===== config.mk =====
export PLATFORM = sky130hd
export DESIGN_NAME = instruction_fetch
export DESIGN_NICKNAME = d
export VERILOG_FILES = /design/src/rtl/rv_pkg.sv /design/src/rtl/fetch_pc.sv /design/src/rtl/instruction_fetch.sv
export SDC_FILE = /design/constraint.sdc
export NUM_CORES = 1
export LEC_CHECK = 0
export ABC_AREA = 1
export CAP_MARGIN = 20
export CORE_MARGIN = 2
export CORE_UTILIZATION = 52
export CTS_CLUSTER_SIZE = 24
export DETAILED_ROUTE_END_ITERATION = 10
export GPL_ROUTABILITY_DRIVEN = 0
export PLACE_DENSITY = 0.86
export SLEW_MARGIN = 25
export SYNTH_ARGS = -nofsm -noshare
export SYNTH_HDL_FRONTEND = slang
export SYNTH_SLANG_ARGS = --single-unit

===== constraint.sdc =====
create_clock -name i_Clk -period 3.2 [get_ports i_Clk]
set_input_delay 0.64 -clock i_Clk [delete_from_list [all_inputs] [get_ports i_Clk]]
set_output_delay 0.64 -clock i_Clk [all_outputs]
set_load 0.03 [all_outputs]

===== src/rtl/rv_pkg.sv =====
// ----------------------------------------------------------------------------
// rv_pkg
// Constants and types shared by the instruction fetch stage and its PC
// register:
//   RV_XLEN          - default address / data width
//   RV_ILEN          - instruction word width
//   FETCH_*          - fetch state encodings; fetch_state_e enumerates them
//   DEFAULT_RESET_PC - default reset vector
// ----------------------------------------------------------------------------
package rv_pkg;

    localparam int RV_XLEN = 32;
    localparam int RV_ILEN = 32;

    localparam logic [1:0] FETCH_IDLE    = 2'd0;
    localparam logic [1:0] FETCH_BUSY    = 2'd1;
    localparam logic [1:0] FETCH_DELIVER = 2'd2;

    typedef enum logic [1:0] {
        ST_IDLE    = FETCH_IDLE,
        ST_BUSY    = FETCH_BUSY,
        ST_DELIVER = FETCH_DELIVER
    } fetch_state_e;

    localparam logic [RV_XLEN-1:0] DEFAULT_RESET_PC = 32'h0000_0000;

endpackage


===== src/rtl/fetch_pc.sv =====
// ----------------------------------------------------------------------------
// fetch_pc
// Fetch PC register. Each cycle it does one of three things:
//   - load:      take i_LoadPC (used for redirects)
//   - increment: take i_IncBase + 4, wrapping modulo 2^XLEN
//   - hold:      keep the current value
// Load has priority over increment.
//
// Ports:
//   i_Clk, i_Rst - clock and synchronous active-high reset (reset to RESET_PC)
//   i_Load       - load strobe
//   i_LoadPC     - value to load
//   i_Inc        - increment strobe
//   i_IncBase    - base address for the increment
//   o_PC         - current fetch PC
// ----------------------------------------------------------------------------
module fetch_pc
    import rv_pkg::*;
#(
    parameter int               XLEN     = RV_XLEN,
    parameter logic [XLEN-1:0]  RESET_PC = '0
) (
    input  logic            i_Clk,
    input  logic            i_Rst,
    input  logic            i_Load,
    input  logic [XLEN-1:0] i_LoadPC,
    input  logic            i_Inc,
    input  logic [XLEN-1:0] i_IncBase,
    output logic [XLEN-1:0] o_PC
);

    logic [XLEN-1:0] pc_q;
    logic [XLEN-1:0] pc_d;

    always_comb begin
        pc_d = pc_q;
        if (i_Load) begin
            pc_d = i_LoadPC;
        end else if (i_Inc) begin
            // The increment base is the address that was actually fetched,
            // not the current PC. That address is the aligned one when the
            // low bits are forced to zero.
            pc_d = i_IncBase + XLEN'(4);
        end
    end

    always_ff @(posedge i_Clk) begin
        if (i_Rst) begin
            pc_q <= RESET_PC;
        end else begin
            pc_q <= pc_d;
        end
    end

    assign o_PC = pc_q;

endmodule


===== src/rtl/instruction_fetch.sv =====
// ----------------------------------------------------------------------------
// instruction_fetch
// Fetch stage that sits in front of the instruction register.
//
// On i_Start it reads one instruction word at the fetch PC over a
// request/acknowledge bus. It then writes the word into the instruction
// register with a one-cycle o_IrWr strobe and advances the PC by 4.
// A redirect loads a new fetch PC. If the redirect arrives while a fetch is
// in flight, that fetch is squashed: the bus cycle still runs to its ack, but
// the returned word is discarded.
//
// Ports:
//   i_Clk, i_Rst         - clock and synchronous active-high reset
//   i_Start              - fetch request; only honoured in IDLE
//   i_Redirect           - redirect strobe
//   i_RedirectPC         - redirect target
//   o_MemAddr, o_MemRd   - memory read address and request (held until ack)
//   i_MemRdata, i_MemAck - memory read data and single-cycle acknowledge
//   o_IrWr, o_IrData     - instruction register write strobe and data
//   o_PC                 - PC of the last delivered or faulting instruction
//   o_Busy               - high whenever the FSM is not IDLE
//   o_Misaligned         - one-cycle misaligned-fetch fault pulse
//
// Configuration macro IFETCH_MISALIGN_CHECK_EN:
//   defined   - a start at a non-word-aligned PC raises o_Misaligned instead
//               of issuing a memory request.
//   undefined - the low two address bits are forced to zero and
//               o_Misaligned stays low.
// ----------------------------------------------------------------------------
module instruction_fetch
    import rv_pkg::*;
#(
    parameter int               XLEN     = RV_XLEN,
    parameter logic [XLEN-1:0]  RESET_PC = XLEN'(DEFAULT_RESET_PC)
) (
    input  logic            i_Clk,
    input  logic            i_Rst,
    input  logic            i_Start,
    input  logic            i_Redirect,
    input  logic [XLEN-1:0] i_RedirectPC,
    output logic [XLEN-1:0] o_MemAddr,
    output logic            o_MemRd,
    input  logic [XLEN-1:0] i_MemRdata,
    input  logic            i_MemAck,
    output logic            o_IrWr,
    output logic [XLEN-1:0] o_IrData,
    output logic [XLEN-1:0] o_PC,
    output logic            o_Busy,
    output logic            o_Misaligned
);

    fetch_state_e    state_q,      state_d;
    logic            mem_rd_q,     mem_rd_d;
    logic [XLEN-1:0] mem_addr_q,   mem_addr_d;
    logic            ir_wr_q,      ir_wr_d;
    logic [XLEN-1:0] ir_data_q,    ir_data_d;
    logic [XLEN-1:0] pc_q,         pc_d;
    logic            squash_q,     squash_d;
    logic            misaligned_q, misaligned_d;

    logic [XLEN-1:0] fetch_pc_w;
    logic [XLEN-1:0] eff_pc_w;
    logic [XLEN-1:0] req_addr_w;
    logic            addr_fault_w;
    logic            pc_load_w;
    logic            pc_inc_w;

    // A redirect in the same cycle as the start wins over the stored PC.
    assign eff_pc_w = i_Redirect ? i_RedirectPC : fetch_pc_w;

`ifdef IFETCH_MISALIGN_CHECK_EN
    assign req_addr_w   = eff_pc_w;
    assign addr_fault_w = |eff_pc_w[1:0];
`else
    logic unused_lsbs_w;
    assign unused_lsbs_w = ^eff_pc_w[1:0];
    assign req_addr_w    = {eff_pc_w[XLEN-1:2], 2'b00};
    assign addr_fault_w  = 1'b0;
`endif

    always_comb begin
        state_d      = state_q;
        mem_rd_d     = mem_rd_q;
        mem_addr_d   = mem_addr_q;
        ir_wr_d      = 1'b0;
        ir_data_d    = ir_data_q;
        pc_d         = pc_q;
        squash_d     = squash_q;
        misaligned_d = 1'b0;
        pc_load_w    = 1'b0;
        pc_inc_w     = 1'b0;

        case (state_q)
            ST_IDLE: begin
                if (i_Start && addr_fault_w) begin
                    // Fault: no bus cycle is issued and the fetch PC is left
                    // alone. o_PC reports the faulting address.
                    misaligned_d = 1'b1;
                    pc_d         = eff_pc_w;
                end else if (i_Start) begin
                    mem_rd_d   = 1'b1;
                    mem_addr_d = req_addr_w;
                    squash_d   = 1'b0;
                    state_d    = ST_BUSY;
                    pc_load_w  = i_Redirect;
                end else begin
                    pc_load_w  = i_Redirect;
                end
            end

            ST_BUSY: begin
                pc_load_w = i_Redirect;
                if (i_MemAck) begin
                    mem_rd_d = 1'b0;
                    // A redirect on the ack cycle squashes the word as well.
                    if (squash_q || i_Redirect) begin
                        squash_d = 1'b0;
                        state_d  = ST_IDLE;
                    end else begin
                        ir_wr_d   = 1'b1;
                        ir_data_d = i_MemRdata;
                        pc_d      = mem_addr_q;
                        pc_inc_w  = 1'b1;
                        state_d   = ST_DELIVER;
                    end
                end else if (i_Redirect) begin
                    squash_d = 1'b1;
                end
            end

            ST_DELIVER: begin
                pc_load_w = i_Redirect;
                state_d   = ST_IDLE;
            end

            default: begin
                state_d = ST_IDLE;
            end
        endcase
    end

    always_ff @(posedge i_Clk) begin
        if (i_Rst) begin
            state_q      <= ST_IDLE;
            mem_rd_q     <= 1'b0;
            mem_addr_q   <= '0;
            ir_wr_q      <= 1'b0;
            ir_data_q    <= '0;
            pc_q         <= RESET_PC;
            squash_q     <= 1'b0;
            misaligned_q <= 1'b0;
        end else begin
            state_q      <= state_d;
            mem_rd_q     <= mem_rd_d;
            mem_addr_q   <= mem_addr_d;
            ir_wr_q      <= ir_wr_d;
            ir_data_q    <= ir_data_d;
            pc_q         <= pc_d;
            squash_q     <= squash_d;
            misaligned_q <= misaligned_d;
        end
    end

    fetch_pc #(
        .XLEN     (XLEN),
        .RESET_PC (RESET_PC)
    ) u_fetch_pc (
        .i_Clk     (i_Clk),
        .i_Rst     (i_Rst),
        .i_Load    (pc_load_w),
        .i_LoadPC  (i_RedirectPC),
        .i_Inc     (pc_inc_w),
        .i_IncBase (mem_addr_q),
        .o_PC      (fetch_pc_w)
    );

    assign o_MemAddr    = mem_addr_q;
    assign o_MemRd      = mem_rd_q;
    assign o_IrWr       = ir_wr_q;
    assign o_IrData     = ir_data_q;
    assign o_PC         = pc_q;
    assign o_Busy       = (state_q != ST_IDLE);
    assign o_Misaligned = misaligned_q;

endmodule


==> flow_summary.ini <==
[power]
power_density_nw_per_um2 = 567.6
leakagePower_nw = 3.459
power_w = 0.004696
peakVddDrop_mv = 0.3061

[timing]
worstMarginPinSlew_ps = 649.3
setup_viol = 0
finalMaxSlewViolations = 0
timing.final.crit_share = 0.7342
fin_skew_ps = 8.404
fin_tns_setup_ps = 0
max_slew_margin = 0.5672
layout_min_cycle_time_ps = 2349
max_freq_ghz = 0.4256
rsz0062_at_grt = no
setup_ws_ps = 850.6
hold_viol_final = 0

[floorplan]
start_util = 0.5269
pin_count = 169
core_area_um2 = 11320
die_y_um = 111.1
die_area_um2 = 12340
die_w_um = 111.1
row_count = 39

[hold_path]
min_from = o_PC[26]
hold_path_end = o_PC[26]
hold_class = register to register
whs_path_depth = 2

[clock_tree]
clkSlewWorstSetupHoldPaths_ps = 50
cts_root_buf = clkbuf_16
cts_tree = built
clk_latency_ps = 410
numCtsBuffers = 17
h-tree-depth = 4
ctsHoldBuffers = 0
clkSinkCount = 127
cts_buffer_depth = 2
ctsResizeCount = 0
post_cts_buffers = 0

[critical_path]
crit_type = register to primary output
crit_chain = clkdlybuf4s50_1
critPathRequiredTime_ps = 2560
reg2reg_setup_slack_ps = 1100
r2r-end = u_fetch_pc.o_PC[30]
cpLargestDelayFamily = buffers and inverters
reg2reg_from = state_q[0]
worst-path-buf-inv = 1
worst_r2r_path_depth = 10
worstSetupStartpointType = register
worst_path_max_delay_cell = clkdlybuf4s50_1
path_max_fanout = 8
worstPathArrival_ps = 1710
end_kind = primary output
critPathLaunch = o_MemAddr[17]
max_stage_delay_ps = 770

[global_routing]
track_usage = 0.2761
grt_first_pass_wirelength_um = 28040
grt_pass1_vias = 5727
grt_overflow = 0
grt_max_degree = 63
antenna_found_initial = 0

[placement]
numPortBuffers = 161
place_ws_ps = 726.1
dp_hpwl_um = 11100

[synthesis]
synth_edf_count = 0
synthDistinctLibCells = 38
synth_fa_ha_area_frac = 0.002098
synthMuxAreaShare = 0
yosys_most_used_dff = dfxtp_1
synth.largest_area_cell = dfxtp_1
syn-cell-area_um2 = 5964
yosysTopAreaCellShare = 0.4263
syn_inst = 842
synthXorXnorAreaFrac = 0.004405
synth_top_family_by_area = simple AND/OR/NAND/NOR gates
ys_seq_area_frac = 0.4263
syn_avg_cell_area_um2 = 7.084
yosys_warnings = 0
synthTopCellsByArea = dfxtp_1 43%, nor2_1 10%, o21ai_0 8.9%
synth-compound-area-share = 0.1844
synth_seq_cells = 127
async_flop_share = 0
netlist_top_cells_count = 166 x nor2_1, 127 x dfxtp_1, 120 x nand2_1
synthSimpleGateAreaFrac = 0.2893
synth_most_common_cell = nor2_1

[detailed_routing]
via_per_inst = 5.359
finalWirelength_um = 17000
wire_per_inst_um = 14.89
drt.antenna.violating_nets = 0
vias = 6120
drc = 0
dr.pass1.iters = 5
drtIter0Drc = 453

[cells_and_area]
utilization = 0.7309
drive_gt1_frac = 0.08809
diodes = 0
fin_nets = 1057
synthToLayoutAreaGrowth_pct = 38.72

[job]
drv_cap = 0

[outcome]
outcome = completed
## registers in the layout, indices dropped and copies added, names as in the netlist
register         cells
o_IrData            32
o_IrWr               1
o_MemAddr           30
o_MemRd              1
o_PC                30
squash_q             1
state_q              2
u_fetch_pc.o_PC     30
## through the flow
stage | cells | area [um2] | hold WS (ps)
finish | 1142 | 8274 | 462.6
global route | 1142 | 8274 | 480.2
CTS | 1142 | 8274 | 460.6
detailed placement | 1111 | 7582 | 453.6
global placement | 1111 | 7582 | 449.2
floorplan | 846 | 5979 | 443.5
## layout make-up
type	instances	area (um2)
Fill cell	879	3047
Multi-Input combinational cell	593	2883
Sequential cell	127	2542
Timing Repair Buffer	173	1697
Clock buffer	20	456.7
Inverter	75	281.5
Clock inverter	11	235.2
Tap cell	143	178.9
## worst max path at each step
stage | end | cells past startpoint
5_1_grt | o_Busy | 3
6_report | o_MemAddr[17] | 1
3_3_place_gp | u_fetch_pc.o_PC[29] | 10
4_1_cts | o_MemAddr[17] | 1
2_1_floorplan | u_fetch_pc.o_PC[30] | 10
3_5_place_dp | u_fetch_pc.o_PC[28] | 10
## power breakdown
group          switching (W)  internal [W]
Sequential         0.0000897       0.00167
Clock               0.000701       0.00157
Combinational       0.000386      0.000272
Total                0.00118       0.00352
## cell usage in the layout, fill, tap and decap left out, types with 3 or more instances in the layout
cell	n
nand4_1	3
dfxtp_1	127
buf_4	12
nand2_4	4
o21bai_1	3
nor2_1	166
nor3_1	6
nand2_1	120
nand3_1	28
inv_2	3
a31oi_1	4
o21ai_0	106
or2_2	3
a21oi_1	88
o21ai_1	5
nand3b_1	3
nor2_4	9
nor3_2	4
nor2_2	10
bufinv_16	7
conb_1	5
xor2_1	3
nor2_8	3
inv_1	72
nand2_2	4
clkdlybuf4s50_1	160
clkbuf_16	17
## metal layers
layer | part of all wire | vias to the layer above | global-route usage
li1 | - | 3006 | -
met1 | 0.43 | 2824 | 0.3615
met2 | 0.48 | 254 | 0.4483
met3 | 0.068 | 36 | 0.05194
met4 | 0.027 | 0 | 0.1177
met5 | 0 | - | 0
## cell families (layout without fill, tap and decap cells)
group | after synthesis | after routing
AND/OR/NAND/NOR | 371 | 371
other | 1 | 5
XOR/XNOR | 3 | 3
buffers and inverters | 126 | 279
flip-flops | 127 | 127
AO/OA/AOI/OAI | 213 | 213
adder cells (fa/ha/maj) | 1 | 1
Note: power is estimated with default switching activity, not from simulation.
==> edit, RTL diff (same flow settings) <==
Reset style: asynchronous (`i_Rst`), changed in 2 clocked blocks. Comments in the files are not updated.
--- a/src/rtl/fetch_pc.sv
+++ b/src/rtl/fetch_pc.sv
@@ -44,7 +44,7 @@
         end
     end
 
-    always_ff @(posedge i_Clk) begin
+    always_ff @(posedge i_Clk or posedge i_Rst) begin
         if (i_Rst) begin
             pc_q <= RESET_PC;
         end else begin
--- a/src/rtl/instruction_fetch.sv
+++ b/src/rtl/instruction_fetch.sv
@@ -139,7 +139,7 @@
         endcase
     end
 
-    always_ff @(posedge i_Clk) begin
+    always_ff @(posedge i_Clk or posedge i_Rst) begin
         if (i_Rst) begin
             state_q      <= ST_IDLE;
             mem_rd_q     <= 1'b0;
Check against the original RTL: differs if i_Rst is asserted again (counterexample within 4 cycles, from zero or initial values and one cycle with i_Rst high); with i_Rst held inactive, the same outputs for 4 cycles.
==> edit against the unedited design <==
  * Sequential cell count did not move
  * Critical endpoint is now o_MemAddr[4]
  * Via count fell by 6.2%
  * Wire length fell by 1.2%
  * Largest cell class is now flip-flops and latches
  * Setup slack improved by 0.0044 ns
  * Design area rose by 2.8%
  * Register-to-register slack improved by 0.09 ns
  * Critical path depth did not move
  * Synthesized area rose by 2.0%
  * Count of clock-buffer cells in the layout rose by 1
  * Synthesized cell count fell by 11%
Power is not compared: it rests on default switching activity, and its combinational part moved more than twofold at a synthesized area within 25%.
==> edit: results (changes against the unedited design) <==
* Share of cells above drive strength 1 at 8.05% (-0.76 points)
* Largest register FFs at 32 (unchanged)
* Drt wl/cell at 15.8 um (+6.3%)
* Compound-Gate Fraction of Synth Area at 11.1% (-7.3 points)
* Syn Area/Cell at 8.13 um^2 (+15%)
* Ant. Diodes at 0 (unchanged)
* Fin cells at 1062 (-7.0%)
* Max incr delay on CP at 0.75 ns (-0.02 ns)
* First-pass GRT wire length at 27800 um (-0.71%)
* Routed via count at 5741 (-6.2%)
* Dpl cell area at 7820 um^2 (+3.1%)
* Fin Hold WS at 0.468 ns (+0.00536 ns)
* Number of gates resized after cts at 0 (unchanged)
* GRT Total Usage at 27.8% (+0.21 points)
* Max Clock Skew at 0.0146 ns (+0.00618 ns)
* P_leak at roughly 4.0 nW
* CP endpoint: o_MemAddr[4]
* Status: finished clean
* CTS Root Cell: clkbuf_16
* Worst R2R End: u_fetch_pc.o_PC[25]
* R2R setup slack at 1.19 ns (+0.09 ns)
* DRT Pass-1 Iters at 5 (unchanged)
* Hold Path Sink: o_IrData[8]
* Maximum VDD drop at 0.632 mV
* # fillers at 855 (-2.7%)
* Post-DP HPWL at 11500 um (+4.1%)
* Top cells by count, synth: nand2_1, dfrtp_1, inv_1
* Critical path startpoint: o_MemAddr[4]
* Crit share post-route at 73.3% (-0.14 points)
* Critical path's top delay family: buffers and inverters
* R2r worst-path depth at 8 (-2)
* Post-Synth XOR/XNOR Area at 0.432% (-0.0084 points)
* Synth Area in Adders at 0.206% (-0.0040 points)
* Initial antenna violation count at 0 (unchanged)
* Top FF cell, synth: dfrtp_1
* Hold path startpoint: o_IrData[8]
* Top post-synthesis cells by area: dfrtp_1, nand2_1, o21ai_0, inv_1, nor2_1
* Maximum clock path buffer count at 2 (unchanged)
* Largest net degree at the start of global routing at 67 (+6.3%)
* Hold path cells at 2 (unchanged)
* Routed Antenna Nets at 0 (unchanged)
* Psw at 3.28 mW
* Nets at 976 (-7.7%)
* Tightest Pin Transition at 0.603 ns (-0.0465 ns)
* Dpl cells at 1030 (-7.3%)
* Footprint of the multi-input gates at 2470 um^2 (-14%)
* Reg2reg start: state_q[0]
* Async SR Flop Fraction at 100% (+100 points)
* Unique cell type count in the Yosys netlist at 37 (-2.6%)
* Sequential element share of the synthesized area at 52.3% (+9.6 points)
* 1st-iter DRT viols at 449 (-0.88%)
* Clock latency on the worst-skew pair at 0.42 ns
* Slowest CP cell: clkdlybuf4s50_1
* Vias in the first global route at 5544 (-3.2%)
* Dpl ws at 0.527 ns (-0.199 ns)
* GR Overflow Total at 0 (unchanged)
edit: tightest hold or removal path, cell delays in order, from the launching register on:
cell	delay, ns
dfrtp_1	0.34
nand2_1	0.05
nand2_1	0.04
edit: power by group through the flow:
| stage | registers (mW) | logic (mW) | clock network (mW) |
|---|---|---|---|
| final | 2.72 | 3.41 | 2.25 |
| after global routing | 2.80 | 3.65 | 2.36 |
| after CTS | 2.71 | 3.42 | 2.27 |
| after detailed placement | 2.72 | 3.40 | 0 |
| after global placement | 2.70 | 3.34 | 0 |
| after floorplan | 3.65 | 0.965 | 0 |
edit: layout make-up:
type | instances | area share [%]
inverter | 60 | 2.69
timing repair buffer | 174 | 20.7
sequential | 127 | 37.4
clock inverter | 11 | 2.77
clock buffer | 21 | 5.30
multi-input combinational | 526 | 29.1
tap | 143 | 2.10
edit: layer usage:
metal	vias to the layer above	track usage (%)	share of wire (%)
li1	2712	-	-
met1	2691	37.5	40
met2	297	43.5	48
met3	41	6.97	8.7
met4	0	11.3	2.5
met5	-	0	0
